`src/rtl/structure_hazard_pkg.sv`:
```
// Shared types and constants for the structural-hazard sequencer.
//   state_e        : sequencer FSM states
//   CTRL_*         : datapath select codes driven on ctrl_sel
//   decode_special : priority decode of the special memory-memory ops (lwi > swi > add)
package structure_hazard_pkg;

  typedef enum logic [1:0] {
    StIdle    = 2'd0,
    StSpecPh1 = 2'd1,
    StSpecPh2 = 2'd2,
    StMemWait = 2'd3
  } state_e;

  localparam logic [1:0] CTRL_ADD    = 2'd0;
  localparam logic [1:0] CTRL_SWI    = 2'd1;
  localparam logic [1:0] CTRL_LWI    = 2'd2;
  localparam logic [1:0] CTRL_NORMAL = 2'd3;

  function automatic logic [1:0] decode_special(input logic lwi, input logic swi,
                                                input logic add);
    logic [1:0] code;
    code = CTRL_NORMAL;
    if (lwi) begin
      code = CTRL_LWI;
    end else if (swi) begin
      code = CTRL_SWI;
    end else if (add) begin
      code = CTRL_ADD;
    end
    return code;
  endfunction

endpackage

```
`src/rtl/hazard_lat_counter.sv`:
```
// Phase counter for the structural-hazard sequencer.
// Counts cycles spent in the current FSM state; done is high while the count equals limit.
// The count stops at limit, so it never wraps.
//   clk    : clock
//   rest   : synchronous active-high reset
//   clear  : restart the count at zero (state entry)
//   enable : advance the count this cycle
//   limit  : terminal count for the current state
//   done   : count has reached limit
module hazard_lat_counter #(
  parameter int unsigned Width = 2
) (
  input  logic             clk,
  input  logic             rest,
  input  logic             clear,
  input  logic             enable,
  input  logic [Width-1:0] limit,
  output logic             done
);

  logic [Width-1:0] cnt_q, cnt_d;

  always_comb begin
    cnt_d = cnt_q;
    if (clear) begin
      cnt_d = '0;
    end else if (enable && (cnt_q != limit)) begin
      cnt_d = cnt_q + Width'(1);
    end
  end

  always_ff @(posedge clk) begin
    if (rest) begin
      cnt_q <= '0;
    end else begin
      cnt_q <= cnt_d;
    end
  end

  assign done = (cnt_q == limit);

endmodule

```
`src/rtl/structure_hazard_seq.sv`:
```
// Structural-hazard sequencer for a pipeline with memory-memory special ops (lwi/swi/add).
// A special op in IDLE runs a trigger cycle plus two MEM_LAT-long phases with the whole
// pipeline frozen and the special datapath selected. An ordinary data-memory access freezes
// the PC and flushes IF/ID for MEM_LAT cycles in total.
// Optional build macro STRUCT_HAZARD_MEM_READY_EN: phases and the memory wait end on the
// cycle mem_ready is high instead of after a fixed MEM_LAT count.
//   clk, rest                    : clock, synchronous active-high reset
//   lwi, swi, add                : special op present in MEM stage
//   mem_read, mem_write          : ordinary data-memory access in MEM stage
//   mem_ready                    : memory access complete (ready-handshake build only)
//   ctrl_sel, alu_result_mux     : datapath selects
//   power_freeze_pc .. freeze_memwb : pipeline freeze / flush controls
//   busy                         : FSM not in IDLE
//   stall_cycles                 : saturating count of cycles with freeze_pc high
module structure_hazard_seq
  import structure_hazard_pkg::*;
#(
  parameter int unsigned MEM_LAT = 2,
  parameter int unsigned STAT_W  = 16
) (
  input  logic              clk,
  input  logic              rest,
  input  logic              lwi,
  input  logic              swi,
  input  logic              add,
  input  logic              mem_read,
  input  logic              mem_write,
  input  logic              mem_ready,
  output logic [1:0]        ctrl_sel,
  output logic              alu_result_mux,
  output logic              power_freeze_pc,
  output logic              freeze_pc,
  output logic              freeze_ifid,
  output logic              flush_ifid,
  output logic              freeze_idex,
  output logic              special_exmem,
  output logic              freeze_memwb,
  output logic              busy,
  output logic [STAT_W-1:0] stall_cycles
);

  localparam int unsigned CntW    = $clog2(MEM_LAT + 1);
  localparam int unsigned PhLim   = MEM_LAT - 1;
  // MEM_WAIT covers MEM_LAT-1 cycles after the trigger cycle; unused when MEM_LAT is 1.
  localparam int unsigned WaitLim = (MEM_LAT > 1) ? (MEM_LAT - 2) : 0;

  state_e            state_q, state_d;
  logic [1:0]        code_q, code_d;
  logic [STAT_W-1:0] stall_q, stall_d;

  logic            special_op;
  logic            mem_op;
  logic            cnt_clear;
  logic            cnt_enable;
  logic [CntW-1:0] cnt_limit;
  logic            cnt_done;
  logic            phase_done;

  assign special_op = lwi | swi | add;
  assign mem_op     = (mem_read | mem_write) & ~special_op;

  // Clearing on any state change restarts the count on every state entry.
  assign cnt_clear  = rest | (state_d != state_q);
  assign cnt_enable = (state_q != StIdle);
  assign cnt_limit  = (state_q == StMemWait) ? CntW'(WaitLim) : CntW'(PhLim);

  hazard_lat_counter #(
    .Width (CntW)
  ) u_lat_counter (
    .clk    (clk),
    .rest   (rest),
    .clear  (cnt_clear),
    .enable (cnt_enable),
    .limit  (cnt_limit),
    .done   (cnt_done)
  );

`ifdef STRUCT_HAZARD_MEM_READY_EN
  logic unused_cnt_done;
  assign unused_cnt_done = cnt_done;
  assign phase_done      = mem_ready;
`else
  logic unused_mem_ready;
  assign unused_mem_ready = mem_ready;
  assign phase_done       = cnt_done;
`endif

  always_comb begin
    state_d         = state_q;
    code_d          = code_q;
    ctrl_sel        = CTRL_NORMAL;
    alu_result_mux  = 1'b1;
    power_freeze_pc = 1'b0;
    freeze_pc       = 1'b0;
    freeze_ifid     = 1'b0;
    flush_ifid      = 1'b0;
    freeze_idex     = 1'b0;
    special_exmem   = 1'b0;
    freeze_memwb    = 1'b0;

    unique case (state_q)
      StIdle: begin
        if (special_op) begin
          code_d   = decode_special(lwi, swi, add);
          ctrl_sel = code_d;
          state_d  = StSpecPh1;
        end else if (mem_op) begin
          freeze_pc  = 1'b1;
          flush_ifid = 1'b1;
          if (MEM_LAT > 1) begin
            state_d = StMemWait;
          end
        end
      end
      StSpecPh1: begin
        ctrl_sel = code_q;
        if (phase_done) begin
          state_d = StSpecPh2;
        end
      end
      StSpecPh2: begin
        ctrl_sel = code_q;
        if (phase_done) begin
          state_d = StIdle;
        end
      end
      StMemWait: begin
        freeze_pc  = 1'b1;
        flush_ifid = 1'b1;
        if (phase_done) begin
          state_d = StIdle;
        end
      end
      default: state_d = StIdle;
    endcase

    // Every cycle of a special sequence, including the trigger cycle, freezes the pipeline.
    if ((state_q == StSpecPh1) || (state_q == StSpecPh2) ||
        ((state_q == StIdle) && special_op)) begin
      alu_result_mux  = 1'b0;
      power_freeze_pc = 1'b1;
      freeze_pc       = 1'b1;
      freeze_ifid     = 1'b1;
      freeze_idex     = 1'b1;
      special_exmem   = 1'b1;
      freeze_memwb    = 1'b1;
    end

    // Reset overrides the outputs combinationally in the same cycle.
    if (rest) begin
      ctrl_sel        = CTRL_NORMAL;
      alu_result_mux  = 1'b1;
      power_freeze_pc = 1'b0;
      freeze_pc       = 1'b0;
      freeze_ifid     = 1'b0;
      flush_ifid      = 1'b0;
      freeze_idex     = 1'b0;
      special_exmem   = 1'b0;
      freeze_memwb    = 1'b0;
    end
  end

  always_comb begin
    stall_d = stall_q;
    if (freeze_pc && (stall_q != {STAT_W{1'b1}})) begin
      stall_d = stall_q + STAT_W'(1);
    end
  end

  always_ff @(posedge clk) begin
    if (rest) begin
      state_q <= StIdle;
      code_q  <= CTRL_NORMAL;
      stall_q <= '0;
    end else begin
      state_q <= state_d;
      code_q  <= code_d;
      stall_q <= stall_d;
    end
  end

  assign busy         = (state_q != StIdle);
  assign stall_cycles = stall_q;

endmodule
```
`config.mk`:
```
export PLATFORM = sky130hd
export DESIGN_NAME = structure_hazard_seq
export DESIGN_NICKNAME = d
export VERILOG_FILES = /design/src/rtl/structure_hazard_pkg.sv /design/src/rtl/hazard_lat_counter.sv /design/src/rtl/structure_hazard_seq.sv
export SDC_FILE = /design/constraint.sdc
export NUM_CORES = 1
export LEC_CHECK = 0
export BUFFER_PORTS_ARGS = -buffer_cell sky130_fd_sc_hd__buf_4
export CORE_ASPECT_RATIO = 0.7
export CORE_MARGIN = 2
export CORE_UTILIZATION = 55
export DETAILED_ROUTE_END_ITERATION = 7
export GPL_ROUTABILITY_DRIVEN = 0
export GPL_TIMING_DRIVEN = 0
export PLACE_DENSITY = 0.83
export RECOVER_POWER = 25
export SLEW_MARGIN = 10
export SYNTH_ARGS = -nofsm -noshare
export SYNTH_HDL_FRONTEND = slang
export SYNTH_SLANG_ARGS = --single-unit
```
`constraint.sdc`:
```
create_clock -name clk -period 6.2 [get_ports clk]
set_clock_uncertainty 0.1 [all_clocks]
set_input_delay 0.93 -clock clk [delete_from_list [all_inputs] [get_ports clk]]
set_output_delay 0.93 -clock clk [all_outputs]
set_load 0.05 [all_outputs]
```
==> results of run 1 <==
## flip-flops by register name (all words and copies together) (netlist names)
name                 count
u_lat_counter.cnt_q      2
stall_cycles            16
state_q                  2
code_q                   2
## kinds of logic after synthesis
group / after synthesis
simple gates: 74
compound gates: 32
flops: 22
buf+inv: 19
xor+xnor: 7
mux: 6
fa+ha+maj: 6
## worst max-delay path by stage
stage,start,to,slack (ns),depth (start not counted)
2_1_floorplan,state_q[0]$_SDFF_PP0_,freeze_ifid,2.62,8
3_3_place_gp,swi,freeze_ifid,2.98,7
3_5_place_dp,swi,freeze_memwb,2.95,7
4_1_cts,state_q[0]$_SDFF_PP0_,freeze_memwb,2.60,9
5_1_grt,state_q[0]$_SDFF_PP0_,power_freeze_pc,2.33,9
6_report,state_q[0]$_SDFF_PP0_,freeze_memwb,2.56,9
## layout by cell type, fill, tap and decap left out, drive strengths merged, types with 2 or more instances in the layout
cell type | synthesis | routed
a221o | 2 | 2
xor2 | 6 | 6
a211oi | 4 | 4
clkbuf | 3 | 15
nor4 | 2 | 2
o31ai | 5 | 5
and2 | 2 | 2
nor2 | 18 | 18
mux2 | 2 | 2
nor2b | 4 | 4
mux2i | 4 | 4
ha | 6 | 6
nand2b | 2 | 2
dfxtp | 22 | 22
inv | 8 | 8
nand3 | 6 | 6
nand2 | 18 | 18
buf | 8 | 31
or4 | 5 | 5
nand4 | 5 | 5
o21ai | 6 | 6
nor3 | 6 | 6
and3 | 4 | 4
a21oi | 8 | 8
## worst max-delay path: stages, from the launching register on
cell	delay (ns)
dfxtp_1	0.38
inv_1	0.14
ha_1	0.21
clkbuf_1	0.36
inv_1	0.22
o21ba_2	0.25
or2_2	0.30
inv_1	0.14
buf_4	0.13
buf_4	0.18
## metrics by stage
stage	hold WS, ns	power, mW	util, %
final	0.4071	0.3774	68.96
after global routing	0.4390	0.3956	68.96
after CTS	0.4060	0.3791	70.36
after floorplan	0.3566	0.2390	-
after detailed placement	0.3870	0.2703	68.18
after global placement	0.3770	0.2661	68.18
## routing by layer
layer  share of wire (%)  global-route usage, %
met4                0.38                  4.348
met2                  49                  42.32
met5                   0                      0
met1                  45                  31.39
met3                 6.0                  5.941
## cell type report
type / instances / area [um2] / area share (%)
Multi-Input combinational cell: 125 / 815.8 / 49.24
Sequential cell: 22 / 440.4 / 26.59
Timing Repair Buffer: 32 / 206.4 / 12.46
Buffer: 11 / 68.82 / 4.154
Tap cell: 34 / 42.54 / 2.568
Clock inverter: 1 / 30.03 / 1.813
Inverter: 8 / 30.03 / 1.813
Clock buffer: 3 / 22.52 / 1.360
## power by group through the flow
stage               registers (mW)  clock network, mW  logic (mW)
global route                 0.154              0.119       0.122
global placement             0.155                  0       0.111
CTS                          0.153              0.112       0.115
detailed placement           0.156                  0       0.114
finish                       0.153              0.109       0.115
floorplan                    0.161                  0      0.0779
==> run_results.csv, run 1 <==
group,metric,value,unit
floorplanning,initial_utilization,56.41,%
grt,grt_pass1_wl,5402,um
worst_setup_path,end_kind,"primary output",
logic_synthesis,synth_compound_area_share,17.36,%
worst_setup_path,reg2reg_depth,8,
power,p_clk_share,29.0,%
power,pwr-share-comb,30.5,%
logic_synthesis,synth_cell_type_count,43,
logic_synthesis,yosysSeqAreaShare,32.50,%
sta,period_share,58.67,%
logic_synthesis,synth.top_cell.area_share,32.50,%
worst_setup_path,rr_startpoint,"state_q[1]$_SDFF_PP0_",
power,ir_drop,0.0001488,V
cts,cts_sinks,22,
cts,cts-resized-gates,0,
floorplanning,die_h,45.53,um
logic_synthesis,synth_top_family_by_area,"simple AND/OR/NAND/NOR gates",
cts,post-cts-setup-buffers,0,
logic_synthesis,synth_xor_xnor_area_share,4.524,%
logic_synthesis,synth-simple-area-share,28.16,%
sta,fin_tns_setup,0,ns
sta,timing.fmax,274.9,MHz
placement,place_inst,232,
worst_setup_path,crit_arrival,2.61,ns
cts,cts.clk_slew.worst_paths,0.12,ns
logic_synthesis,synth_edf_count,0,
placement,dp_slack,2.945,ns
logic_synthesis,synthTopCellsByArea,"dfxtp_1, ha_1, nor2_1",
sta,hold_viol_final,0,
floorplanning,coreArea,2402,um2
logic_synthesis,ys_async_sr_fraction,0,%
cts,cts_buffers,3,
floorplanning,rows,15,
worst_setup_path,rrSetupSlack,3.64,ns
logic_synthesis,synth_seq_cells,22,
cts,h-tree-depth,1,
grt,grt_max_degree,14,
logic_synthesis,yosysMostFrequentCell,"dfxtp_1",
power,leakage,0.6704,nW
logic_synthesis,syn_nets,180,
run_status,status,"finished clean",
cells_and_area,fin_nets,217,
route,drc,0,
sta,slew_viol_final,0,
logic_synthesis,netlist_area,1355,um2
cts,cts_tree,"done",
logic_synthesis,synth_mux_area_share,4.617,%
power,p_sw_share,33.44,%
sta,period_needed,3.638,ns
worst_setup_path,startpoint_type,"flop",
placement,place_hpwl,2638,um
floorplanning,die_area,2883,um2
placement,io_buffers,32,
floorplanning,die_w,63.33,um
route,avgRoutedWirePerCell,14.45,um
power,internal-power,251.2,uW
worst_setup_path,r2r_end,"stall_cycles[13]$_SDFFE_PP0P_",
grt,first_global_vias,1224,
logic_synthesis,synth_cells,166,
cells_and_area,drive_above_1_share,21.78,%
logic_synthesis,syn_avg_cell_area,8.163,um2
sta,setup_viol,0,
sta,fin_ws,2.562,ns
route,vias,1344,
power,power.density,227.8,nW/um2
route,ant_nets,0,
placement,dpl_cell_area,1638,um2
route,via_per_inst,5.695,
logic_synthesis,synth_top_cell_by_area,"dfxtp_1",
grt,grt.overflow.total,0,
logic_synthesis,ys.flop_type,"dfxtp_1",
logic_synthesis,synthTopCellsByCount,"dfxtp_1, nor2_1, nand2_1, a21oi_1, inv_1",
worst_setup_path,worstSetupPathType,"flop to primary output",
cells_and_area,design_area,1657,um2
sta,worst_pin_slew,0.6014,ns
cells_and_area,final_cells,236,
hold_path,min_path_cells,2,
cells_and_area,synthToLayoutAreaGrowth,22.25,%
job,drv_cap,0,
worst_setup_path,crit_path_max_fanout,10,
grt,gr-usage-all-layers,24.20,%
route,dr.pass1.iters,5,
route,totalWireLength,3410,um
hold_path,worstHoldStart,"stall_cycles[15]$_SDFFE_PP0P_",
power,switchingPower,126.2,uW
logic_synthesis,synth-adder-area-share,5.540,%
route,drt_iter0_drc,68,
hold_path,min_to,"stall_cycles[15]$_SDFFE_PP0P_",
floorplanning,io_pins,35,
logic_synthesis,yosysWarnings,0,
grt,antenna_found_initial,0,
sta,rsz0062_at_grt,"false",
sta,max-slew-margin-rel,60.08,%
cts,cts_root_buffer,"clkbuf_4",
worst_setup_path,worstPathRequired,5.17,ns
hold_path,holdCritPathClass,"flop to flop",
cts,cts-hold-fix-buffers,0,
cts,clock_path_buffers,2,
cells_and_area,nFillCells,210,
cells_and_area,antenna_cells,0,
cts,clock_latency,0.31,ns
power,p_seq_share,40.6,%
Power figures use the tool's default switching activity.
==> run 2, diff against run 1 <==
- CORE_UTILIZATION: 55 -> 52
- PLACE_DENSITY: 0.83 -> 0.79
- clock period: 6.2 -> 3.6 ns (I/O delays scaled with it)
==> run 2 against run 1 <==
  * Via count shrank 0.37%
  * Final cell count did not move
  * Die area grew 5.3%
  * Sequential share of layout area up 0.14 points
  * Critical path type unchanged
  * Combinational power up 70%
  * Power up 69%
  * Highest routed layer unchanged
  * Core utilization decreased by 1.9 points
  * Hold slack lost 0.0030 ns
  * Global-route usage down 0.40 points
  * Sequential power rose by 72%
  * Largest power group unchanged
  * Largest cell class unchanged
  * Sequential cell count did not move
  * Register-to-register slack got worse by 2.6 ns
==> run_results.csv, run 2 (synthesis results as in run 1) <==
group,metric,value,unit
run_status,status,"finished clean",
grt,gr-usage-all-layers,23.80,%
cells_and_area,drive_above_1_share,20.30,%
floorplanning,coreArea,2459,um2
route,wl_met1,1589,um
worst_setup_path,critPathSlowestCell,"dfxtp_1",
grt,grt.overflow.total,0,
grt,grt_pass1_wl,5319,um
cts,cts_buffers,3,
placement,io_buffers,32,
placement,place_hpwl,2554,um
route,vias,1339,
worst_setup_path,crit_path_frequent_cell,"inv_1",
route,drc,0,
power,pwr-share-comb,30.6,%
floorplanning,die_area,3037,um2
power,p_clk_share,28.2,%
route,ant_nets,0,
power,p_seq_share,41.3,%
worst_setup_path,crit_arrival,2.48,ns
worst_setup_path,crit_family,"buffers and inverters",
sta,hold_viol_final,0,
power,internal-power,417.3,uW
sta,worst_pin_slew,0.6179,ns
sta,setup_viol,0,
power,p_sw_share,34.65,%
route,totalWireLength,3470,um
sta,fin_ws,0.4786,ns
cells_and_area,nFillCells,229,
grt,grt_max_degree,13,
worst_setup_path,crit_path_max_fanout,10,
cts,cts-resized-gates,0,
worst_setup_path,worstPathRequired,2.96,ns
sta,worst_hold_slack,0.4040,ns
worst_setup_path,cp_num_buf_inv,6,
sta,slew_viol_final,0,
sta,period_share,86.71,%
floorplanning,initial_utilization,55.11,%
sta,period_needed,3.121,ns
sta,fin_tns_setup,0,ns
cts,clock_path_buffers,2,
floorplanning,rows,15,
worst_setup_path,worstPathCellList,"inv_1 -> ha_1 -> clkbuf_1 -> inv_1 -> o21ba_2 -> or2_2 -> inv_1 -> buf_4 -> buf_4",
floorplanning,io_pins,35,
worst_setup_path,end_kind,"primary output",
grt,first_global_vias,1229,
worst_setup_path,startpoint_type,"flop",
cts,clock_latency,0.27,ns
cts,cts-hold-fix-buffers,0,
power,power.density,387.5,nW/um2
cts,cts_sinks,22,
cts,h-tree-depth,1,
route,avgRoutedWirePerCell,14.70,um
cells_and_area,fin_nets,217,
sta,max-slew-margin-rel,58.80,%
cells_and_area,synthToLayoutAreaGrowth,21.61,%
route,dr.pass1.iters,4,
placement,dp_slack,0.7929,ns
floorplanning,die_w,65.02,um
worst_setup_path,slowest_delay,0.36,ns
cts,post-cts-setup-buffers,0,
hold_path,holdCritPathClass,"flop to flop",
power,switchingPower,221.2,uW
floorplanning,die_h,46.71,um
power,ir_drop,0.0002679,V
cts,cts.clk_slew.worst_paths,0.08,ns
route,wl_met3,302,um
cells_and_area,largest_register_ffs,16,
sta,rsz0062_at_grt,"false",
sta,timing.fmax,320.4,MHz
route,drt_iter0_drc,67,
grt,antenna_found_initial,0,
route,top_layer,"met4",
cells_and_area,mostFrequentLayoutCells,"buf_4, dfxtp_1, nor2_1",
cells_and_area,antenna_cells,0,
job,drv_cap,0,
worst_setup_path,worstSetupPathType,"flop to primary output",
route,via_per_inst,5.674,
cts,cts_root_buffer,"clkbuf_8",
cts,cts_tree,"done",
cells_and_area,final_common_cell,"buf_4",
route,dr_wl_met2,1534,um
power,leakage,0.6584,nW
## run 2: changes by cell type in the layout (fill, tap and decap cells not counted), sizes merged
cell / before / now
bufinv: 1 / 0
clkbuf: 15 / 19
buf: 31 / 28
## run 2: power groups by stage
stage / combinational [mW] / sequential [mW] / clock (mW)
2_1_floorplan: 0.134 / 0.277 / 0
3_3_place_gp: 0.191 / 0.267 / 0
3_5_place_dp: 0.194 / 0.269 / 0
4_1_cts: 0.195 / 0.263 / 0.184
5_1_grt: 0.207 / 0.265 / 0.193
6_report: 0.195 / 0.263 / 0.180
## run 2: layout make-up
type	instances	area [um2]	share of cell area, %
Clock buffer	4	55.05	3.341
Multi-Input combinational cell	125	815.8	49.51
Inverter	8	30.03	1.822
Timing Repair Buffer	32	195.2	11.85
Buffer	11	68.82	4.176
Tap cell	34	42.54	2.582
Sequential cell	22	440.4	26.73
## run 2: path summary, 6_finish.rpt
path,from,end,slack [ns],cells past startpoint
worst max-delay path,state_q[0]$_SDFF_PP0_,special_exmem,0.48,9
worst min-delay path,stall_cycles[4]$_SDFFE_PP0P_,stall_cycles[4]$_SDFFE_PP0P_,0.40,1
worst max register to register,state_q[1]$_SDFF_PP0_,stall_cycles[13]$_SDFFE_PP0P_,1.02,8
worst min register to register,stall_cycles[4]$_SDFFE_PP0P_,stall_cycles[4]$_SDFFE_PP0P_,0.40,1
## run 2: through the flow
stage,std cells,area [um2],total power [mW],utilization [%]
floorplan,166,1355,0.4116,-
global placement,232,1638,0.4583,66.62
detailed placement,232,1638,0.4635,66.62
CTS,236,1693,0.6421,68.86
global route,236,1648,0.6653,67.02
finish,236,1648,0.6385,67.02
## run 2: metal layers
layer	GRT usage, %	up-vias
li1	-	658
met1	31.07	621
met2	37.32	56
met3	6.112	4
met4	12.50	0
met5	0	-
==> run 3, diff against run 2 <==
- CORE_MARGIN: 2 -> 5
- REMOVE_ABC_BUFFERS: not set -> 1
==> run 3 against run 2 <==
  * Hold slack better by 0.0030 ns
  * Clock power down 2%
  * Maximum frequency up 8.9%
  * Power shrank 2.3%
  * Via count shrank 2.4%
  * Final area down 3.7%
  * Combinational power down 6%
  * Global-route usage decreased by 6.7 points
  * Critical endpoint unchanged
  * Largest power group unchanged
==> run_results.csv, run 3 (synthesis results as in run 1) <==
group,metric,value,unit
sta,worst_pin_slew,0.6038,ns
grt,antenna_found_initial,0,
worst_setup_path,crit_path_max_fanout,12,
route,drt_iter0_drc,71,
worst_setup_path,startpoint_type,"flop",
floorplanning,die_area,3743,um2
grt,first_global_vias,1159,
cts,cts.clk_slew.worst_paths,0.08,ns
cells_and_area,nFillCells,225,
worst_setup_path,cp_num_buf_inv,4,
worst_setup_path,rr_startpoint,"state_q[1]$_SDFF_PP0_",
floorplanning,initial_utilization,54.70,%
route,vias,1307,
route,via_per_inst,5.783,
sta,rsz0062_at_grt,"false",
hold_path,holdCritPathClass,"flop to flop",
route,avgRoutedWirePerCell,14.13,um
grt,grt_pass1_wl,5064,um
cells_and_area,antenna_cells,0,
cts,cts_sinks,22,
worst_setup_path,end_kind,"primary output",
cts,clock_path_buffers,2,
floorplanning,io_pins,35,
sta,period_needed,2.866,ns
route,drc,0,
cts,clock_latency,0.26,ns
route,dr.pass1.iters,4,
cts,h-tree-depth,1,
hold_path,worstHoldStart,"stall_cycles[15]$_SDFFE_PP0P_",
run_status,status,"finished clean",
sta,slew_viol_final,0,
worst_setup_path,worstPathRequired,2.96,ns
cts,cts-resized-gates,0,
cells_and_area,mostFrequentLayoutCells,"dfxtp_1, buf_4, nor2_1",
cts,cts_root_buffer,"clkbuf_8",
grt,gr-usage-all-layers,17.14,%
floorplanning,die_w,71.02,um
power,leakage,0.6226,nW
worst_setup_path,crit_arrival,2.23,ns
cts,cts_tree,"done",
floorplanning,coreArea,2477,um2
grt,grt.overflow.total,0,
floorplanning,die_h,52.71,um
power,power,624.0,uW
cells_and_area,drive_above_1_share,18.23,%
power,ir_drop,0.0001788,V
sta,period_share,79.61,%
worst_setup_path,critPathSlowestCell,"ha_1",
cells_and_area,fin_nets,207,
cts,cts_buffers,3,
cells_and_area,synthToLayoutAreaGrowth,17.08,%
sta,worst_hold_slack,0.4070,ns
cts,cts-hold-fix-buffers,0,
sta,setup_viol,0,
sta,hold_viol_final,0,
power,power.density,393.3,nW/um2
route,ant_nets,0,
cells_and_area,final_common_cell,"dfxtp_1",
worst_setup_path,crit_path_frequent_cell,"inv_1",
worst_setup_path,slowest_delay,0.40,ns
cts,post-cts-setup-buffers,0,
floorplanning,rows,15,
worst_setup_path,worstPathCellList,"inv_1 -> ha_1 -> inv_1 -> o21ba_2 -> or2_2 -> inv_1 -> buf_4",
worst_setup_path,crit_family,"buffers and inverters",
sta,timing.fmax,348.9,MHz
cells_and_area,largest_register_ffs,16,
grt,grt_max_degree,29,
job,drv_cap,0,
route,totalWireLength,3193,um
placement,io_buffers,33,
worst_setup_path,worstSetupPathType,"flop to primary output",
placement,place_hpwl,2417,um
sta,max-slew-margin-rel,59.92,%
worst_setup_path,critPathLaunch,"state_q[0]$_SDFF_PP0_",
run 3: changes by cell type in the layout (fill, tap and decap cells not counted):
cell      before  now
buf_1          1    0
buf_2          1    0
buf_4         25   21
buf_6          1    0
clkbuf_1      15   12
run 3: report_power, final:
part	switching [mW]	internal (mW)
Clock	0.0780	0.0975
Combinational	0.125	0.0590
Sequential	0.0120	0.252
run 3: worst paths after layout:
path	endpoint	slack [ns]	cells after the start
setup / recovery	special_exmem	0.73	7
hold / removal	stall_cycles[15]$_SDFFE_PP0P_	0.41	2
setup reg to reg	stall_cycles[11]$_SDFFE_PP0P_	0.99	7
hold reg to reg	stall_cycles[15]$_SDFFE_PP0P_	0.41	2
run 3: worst reg2reg max path, stage by stage, from the launching register on:
cell      delay, ns
dfxtp_1        0.48
inv_1          0.11
ha_1           0.41
nor3_1         0.11
a211oi_4       0.40
nand2_2        0.25
or4_1          0.52
a21oi_1        0.15
run 3: per-layer routing:
layer / vias to the layer above / GRT usage (%) / part of all wire, %
li1: 640 / - / -
met1: 620 / 20.53 / 46
met2: 36 / 28.15 / 47
met3: 11 / 5.747 / 5.4
met4: 0 / 7.500 / 2.1
met5: - / 0 / 0
run 3: final cells by class:
cell class / count / area, um2 / area share, %
Multi-Input combinational cell: 125 / 815.8 / 51.42
Sequential cell: 22 / 440.4 / 27.76
Tap cell: 34 / 42.54 / 2.681
Timing Repair Buffer: 33 / 202.7 / 12.78
Inverter: 8 / 30.03 / 1.893
Clock buffer: 4 / 55.05 / 3.470
run 3: per-stage QoR:
stage          cell area, um2  setup TNS (ns)  utilization, %  std cells  setup slack, ns
4_1_cts                  1632               0           65.86        226           0.7456
3_5_place_dp             1577               0           63.64        222            1.032
2_1_floorplan            1286          -1.286               -        155          -0.2572
5_1_grt                  1587               0           64.04        226           0.5686
6_report                 1587               0           64.04        226           0.7340
3_3_place_gp             1577               0           63.64        222            1.127
